--- config.mk ---
export PLATFORM = sky130hd
export DESIGN_NAME = fetch_stage_flat
export DESIGN_NICKNAME = d
export VERILOG_FILES = /design/src/rtl/fetch_stage_if.sv /design/src/rtl/fetch_stage.sv /design/src/flat_wrapper.sv
export SDC_FILE = /design/constraint.sdc
export NUM_CORES = 1
export LEC_CHECK = 0
export ABC_AREA = 1
export CORE_UTILIZATION = 46
export CTS_CLUSTER_DIAMETER = 60
export DETAILED_ROUTE_END_ITERATION = 16
export PLACE_DENSITY = 0.79
export SKIP_LAST_GASP = 1
export SLEW_MARGIN = 40
export SYNTH_ARGS = -nofsm -noshare
export SYNTH_HDL_FRONTEND = slang
export SYNTH_SLANG_ARGS = --single-unit
--- constraint.sdc ---
create_clock -name clk -period 15.5 [get_ports clk]
set_input_delay 3.1 -clock clk [delete_from_list [all_inputs] [get_ports clk]]
set_output_delay 3.1 -clock clk [all_outputs]
set_load 0.02 [all_outputs]
--- src/rtl/fetch_stage_if.sv ---
// Fetch-stage bus: instruction-memory handshake, hazard/redirect controls and
// the instruction presented to the IF/ID register.
interface fetch_stage_if;
    logic        stall;
    logic        redirect;
    logic [63:0] redirect_pc;
    logic        imem_req;
    logic [63:0] imem_addr;
    logic        imem_ack;
    logic [31:0] imem_rdata;
    logic        if_valid;
    logic [63:0] if_pc;
    logic [31:0] if_instr;

    modport master (
        input  stall, redirect, redirect_pc, imem_ack, imem_rdata,
        output imem_req, imem_addr, if_valid, if_pc, if_instr
    );

    modport slave (
        output stall, redirect, redirect_pc, imem_ack, imem_rdata,
        input  imem_req, imem_addr, if_valid, if_pc, if_instr
    );
endinterface

--- src/rtl/fetch_stage.sv ---
// Instruction-fetch stage: owns the PC, keeps at most one imem request in
// flight and buffers the returned instruction for the IF/ID register.
module fetch_stage #(
    parameter logic [63:0] RESET_PC = 64'h0000_0000_0000_0000
) (
    input  logic          clk,
    input  logic          rst,
    fetch_stage_if.master fe
);
    // state | meaning
    // START | first cycle out of reset, no request yet
    // FETCH | request on the bus this cycle
    // WAIT  | request outstanding, response wanted
    // HOLD  | instruction buffered and presented to IF/ID
    // DROP  | request outstanding, response will be discarded
    typedef enum logic [2:0] {
        START = 3'd0,
        FETCH = 3'd1,
        WAIT  = 3'd2,
        HOLD  = 3'd3,
        DROP  = 3'd4
    } state_t;

    state_t      r_state;
    state_t      w_state_nxt;
    logic [63:0] r_pc;
    logic [63:0] w_pc_nxt;
    logic [63:0] r_buf_pc;
    logic [63:0] w_buf_pc_nxt;
    logic [31:0] r_buf_instr;
    logic [31:0] w_buf_instr_nxt;
    logic [63:0] w_redirect_pc;

    // Branch targets are word aligned; low bits from the redirect source are dropped.
    assign w_redirect_pc = {fe.redirect_pc[63:2], 2'b00};

    always_ff @(posedge clk or posedge rst) begin
        if (rst) begin
            r_state <= START;
        end else begin
            r_state <= w_state_nxt;
        end
    end

    always_ff @(posedge clk or posedge rst) begin
        if (rst) begin
            r_pc        <= RESET_PC;
            r_buf_pc    <= 64'd0;
            r_buf_instr <= 32'd0;
        end else begin
            r_pc        <= w_pc_nxt;
            r_buf_pc    <= w_buf_pc_nxt;
            r_buf_instr <= w_buf_instr_nxt;
        end
    end

    always_comb begin
        w_state_nxt     = r_state;
        w_pc_nxt        = r_pc;
        w_buf_pc_nxt    = r_buf_pc;
        w_buf_instr_nxt = r_buf_instr;
        case (r_state)
            START: begin
                w_state_nxt = FETCH;
            end
            FETCH: begin
                if (fe.redirect) begin
                    w_pc_nxt    = w_redirect_pc;
                    w_state_nxt = DROP;
                end else begin
                    w_state_nxt = WAIT;
                end
            end
            WAIT: begin
                if (fe.redirect) begin
                    // A simultaneous ack retires the stale request, so refetch at once.
                    w_pc_nxt    = w_redirect_pc;
                    w_state_nxt = fe.imem_ack ? FETCH : DROP;
                end else if (fe.imem_ack) begin
                    w_buf_pc_nxt    = r_pc;
                    w_buf_instr_nxt = fe.imem_rdata;
                    w_pc_nxt        = r_pc + 64'd4;
                    w_state_nxt     = HOLD;
                end
            end
            DROP: begin
                if (fe.redirect) begin
                    w_pc_nxt = w_redirect_pc;
                end
                if (fe.imem_ack) begin
                    w_state_nxt = FETCH;
                end
            end
            HOLD: begin
                if (fe.redirect) begin
                    w_pc_nxt    = w_redirect_pc;
                    w_state_nxt = FETCH;
                end else if (!fe.stall) begin
                    w_state_nxt = FETCH;
                end
            end
            default: begin
                w_state_nxt = START;
            end
        endcase
    end

    assign fe.imem_req  = (r_state == FETCH);
    assign fe.imem_addr = r_pc;
    assign fe.if_valid  = (r_state == HOLD);
    assign fe.if_pc     = r_buf_pc;
    assign fe.if_instr  = (r_state == HOLD) ? r_buf_instr : 32'd0;
endmodule

--- src/flat_wrapper.sv ---
// flat-port wrapper written by rule: the top's interface ports become plain ports
module fetch_stage_flat 
#(
    parameter logic [63:0] RESET_PC = 64'h0000_0000_0000_0000
)
  (clk, rst, fe_stall, fe_redirect, fe_redirect_pc, fe_imem_ack, fe_imem_rdata, fe_imem_req, fe_imem_addr, fe_if_valid, fe_if_pc, fe_if_instr);
  fetch_stage_if fe_i ();
  input  logic clk;
  input  logic rst;
  input wire logic [$bits(fe_i.stall)-1:0] fe_stall;
  input wire logic [$bits(fe_i.redirect)-1:0] fe_redirect;
  input wire logic [$bits(fe_i.redirect_pc)-1:0] fe_redirect_pc;
  input wire logic [$bits(fe_i.imem_ack)-1:0] fe_imem_ack;
  input wire logic [$bits(fe_i.imem_rdata)-1:0] fe_imem_rdata;
  output wire logic [$bits(fe_i.imem_req)-1:0] fe_imem_req;
  output wire logic [$bits(fe_i.imem_addr)-1:0] fe_imem_addr;
  output wire logic [$bits(fe_i.if_valid)-1:0] fe_if_valid;
  output wire logic [$bits(fe_i.if_pc)-1:0] fe_if_pc;
  output wire logic [$bits(fe_i.if_instr)-1:0] fe_if_instr;
  assign fe_i.stall = fe_stall;
  assign fe_i.redirect = fe_redirect;
  assign fe_i.redirect_pc = fe_redirect_pc;
  assign fe_i.imem_ack = fe_imem_ack;
  assign fe_i.imem_rdata = fe_imem_rdata;
  assign fe_imem_req = fe_i.imem_req;
  assign fe_imem_addr = fe_i.imem_addr;
  assign fe_if_valid = fe_i.if_valid;
  assign fe_if_pc = fe_i.if_pc;
  assign fe_if_instr = fe_i.if_instr;
  fetch_stage #(.RESET_PC(RESET_PC)) u_core (.clk(clk), .rst(rst), .fe(fe_i));
endmodule
==> results.md <==
- Status: finished clean
- Via density: 5.21
- Effective utilization at floorplan: 46.8%
- Core box area: 19500 um2
- Vias: 9485
- Post-synth top area share: 43.6%
- Period utilization: 33.6%
- Antenna violations before repair: 0
- Latest clock arrival within the worst-skew pair: 0.44 ns
- Total Power: 2.60 mW
- Crit path buf inv count: 3
- Port Buf Inserts: 256
- Most frequent cells in the layout: nand2_1, clkdlybuf4s50_1, nor2_1, dfrtp_1, inv_1
- CP Cell Sequence: inv_1 -> nand3_1 -> buf_4 -> nor2_1 -> clkdlybuf4s50_1
- Total GRT Usage: 31.1%
- Placed instance count: 1788
- Most common cell after layout, fill and taps aside: nand2_1
- Nets: 1644
- Min cycle time layout: 5.21 ns
- Yosys Warn Count: 0
- Die width: 143 um
- Min-Delay Path Class: flop to flop
- Area growth, synth to finish: 36.4%
- Crit path DAT: 2.11 ns
- Worst path required time: 12.40 ns
- DR pass1 iterations: 5
- CTS sink cnt: 159
- Antenna cells: 0
- Max Cap Violations: 0
- Synth Register Bits: 159
- Syn avg cell area: 6.95 um2
- Initial DRC Count: 709
- FILL cells: 1712
- Crit-path leading delay family: buffers and inverters
- CP Max Fanout: 32
- Clock skew: 0.00967 ns
- Ranking of synthesized cells by area: dfrtp_1, nand2_1, nor2_1, inv_1, o21ai_0
- Die H: 143 um
- Rows: 51
- CTS Buffer Depth: 2
- Die ar.: 20400 um2
- Largest net degree at the start of global routing: 118
- WL final: 31000 um
- Synth area leader: dfrtp_1
- Num CTS Buffers: 17
- Clk Tree Root Cell: clkbuf_16
- First-pass GRT wire length: 47800 um
- Clock slew at reported path FFs: 0.07 ns
- RSZ-0062 raised after global routing: no
- Vias in the first global route: 8898
- PwrDens: 209 nW/um2
- Seq/Total Area, Yosys: 43.6%
- Slowest cell on the critical path: clkdlybuf4s50_1
- P_leak: 5.83 nW
- Slew Limit Fails: 0
- Finished Layout Cells: 1820
- Total gr overflow: 0
- Antenna-violating nets left: 0
- CP max stage delay: 0.63 ns
- Cell Area, Synth: 9120 um2
- Max VDD drop: 0.109 mV
- Post-CTS Hold Buffers: 0
- Distinct cells, synth: 36
- Actual slew at the worst max-slew pin: 0.769 ns
- Critical path endpoint category: output port
- Routability cong.: 0.970
- Share of layout cells above drive strength 1: 5.53%
- CTS tree: built
- Hpwl dp: 22900 um
- Cell count after synthesis: 1311
- Setup CP Type: flop to output port
- Number of H-tree levels: 4
- Placement Cell Area: 11800 um2
- # IOs: 263
- Cell area after layout: 12400 um2
- Drt wl/cell: 17.1 um
- Slew HR: 48.7%
- DRC Markers: 0
- Max Freq: 0.192 GHz
- Worst Setup Start Kind: flop
- Total negative slack: 0 ns
- Setup-failing EPs final: 0
- Postcts setup bufs: 0
- Final Hold Viols: 0
- Post-CTS Resized: 0
-- area by class of cell --
class,count,area (um2),share of cell area (%)
multi-input cells,947,4280,34.4
flip-flops and latches,159,3980,32.0
repair buffers,261,2610,21.0
inverters,156,596,4.79
clock buffers,19,443,3.56
well taps,265,332,2.67
clock inverters,13,199,1.60
-- synth_stat cells --
library cell / instances
nor2_2: 7
inv_1: 151
nor2_1: 198
a21oi_1: 54
inv_2: 4
o21a_1: 23
a31oi_1: 2
nor2_4: 6
o21ai_1: 15
nand3_2: 1
o21ai_2: 1
nand2_2: 8
conb_1: 1
nand4_1: 13
nand3_4: 1
nor3_1: 4
a22oi_1: 1
buf_4: 8
xnor2_1: 1
dfrtp_1: 159
mux2_2: 7
o21ai_0: 96
or2_2: 12
inv_4: 1
or2_0: 2
ha_1: 1
o31ai_1: 1
nand3_1: 78
clkbuf_1: 20
xor2_1: 7
o22ai_1: 5
buf_6: 5
o21ai_4: 1
o211ai_1: 3
buf_2: 19
nand2_1: 395
-- where the power goes --
part / switching (mW) / total, mW / internal [mW]
logic: 0.771 / 1.31 / 0.538
registers: 0.208 / 0.822 / 0.614
clock network: 0.189 / 0.467 / 0.278
total: 1.17 / 2.60 / 1.43
-- stage by stage --
step	utilization (%)	setup slack, ns	hold WS [ns]
2_1_floorplan	-	8.11	0.481
5_1_grt	63.9	10.03	0.507
3_5_place_dp	60.6	9.91	0.472
3_3_place_gp	60.6	9.77	0.467
4_1_cts	63.9	10.27	0.488
6_report	63.9	10.29	0.484
-- per-layer routing --
layer  track usage [%]  routed length [um]  vias to the layer above
li1                  -                   -                     4565
met1              39.7               12800                     4449
met2              50.9               14600                      412
met3              6.94                2670                       59
met4              13.0                 988                        0
met5                 0                   0                        -
-- logic make-up after synthesis --
| kind of cell | share of synthesized area (%) |
|---|---|
| AOI/OAI and AO/OA | 12.1 |
| xor gates and xnor gates | 0.769 |
| adders and majority gates | 0.137 |
| buffers and inverters | 9.59 |
| DFF | 43.6 |
| muxes | 0.865 |
| other | 0.0411 |
| and+or+nand+nor | 32.8 |
-- sequential cells by signal, indices dropped and copies added, names as in the netlist --
name	cells
u_core.fe.imem_addr	62
u_core.r_buf_instr	32
u_core.r_state	3
u_core.fe.if_pc	62
-- path summary, 6_finish.rpt --
path	from	endpoint	slack [ns]	depth (start not counted)
setup / recovery	u_core.r_state[2]$_DFFE_PP0P_	fe_if_instr[14]	10.29	5
hold / removal	u_core.fe.if_pc[53]$_DFFE_PP0P_	u_core.fe.if_pc[53]$_DFFE_PP0P_	0.48	2
setup reg to reg	u_core.r_state[0]$_DFFE_PP0P_	u_core.fe.imem_addr[57]$_DFFE_PP0P_	13.08	10
hold reg to reg	u_core.fe.if_pc[53]$_DFFE_PP0P_	u_core.fe.if_pc[53]$_DFFE_PP0P_	0.48	2
max in group asynchronous	rst	u_core.fe.imem_addr[11]$_DFFE_PP0P_	11.02	3
min in group asynchronous	rst	u_core.fe.if_pc[3]$_DFFE_PP0P_	3.20	2
-- worst register-to-register path: cells and delay by family (launching register included) --
family	cells	cell delay (ns)
compound gates	3	0.42
buf+inv	2	1.00
flops	1	0.42
simple gates	5	0.49
(Power assumes the default switching activity.)
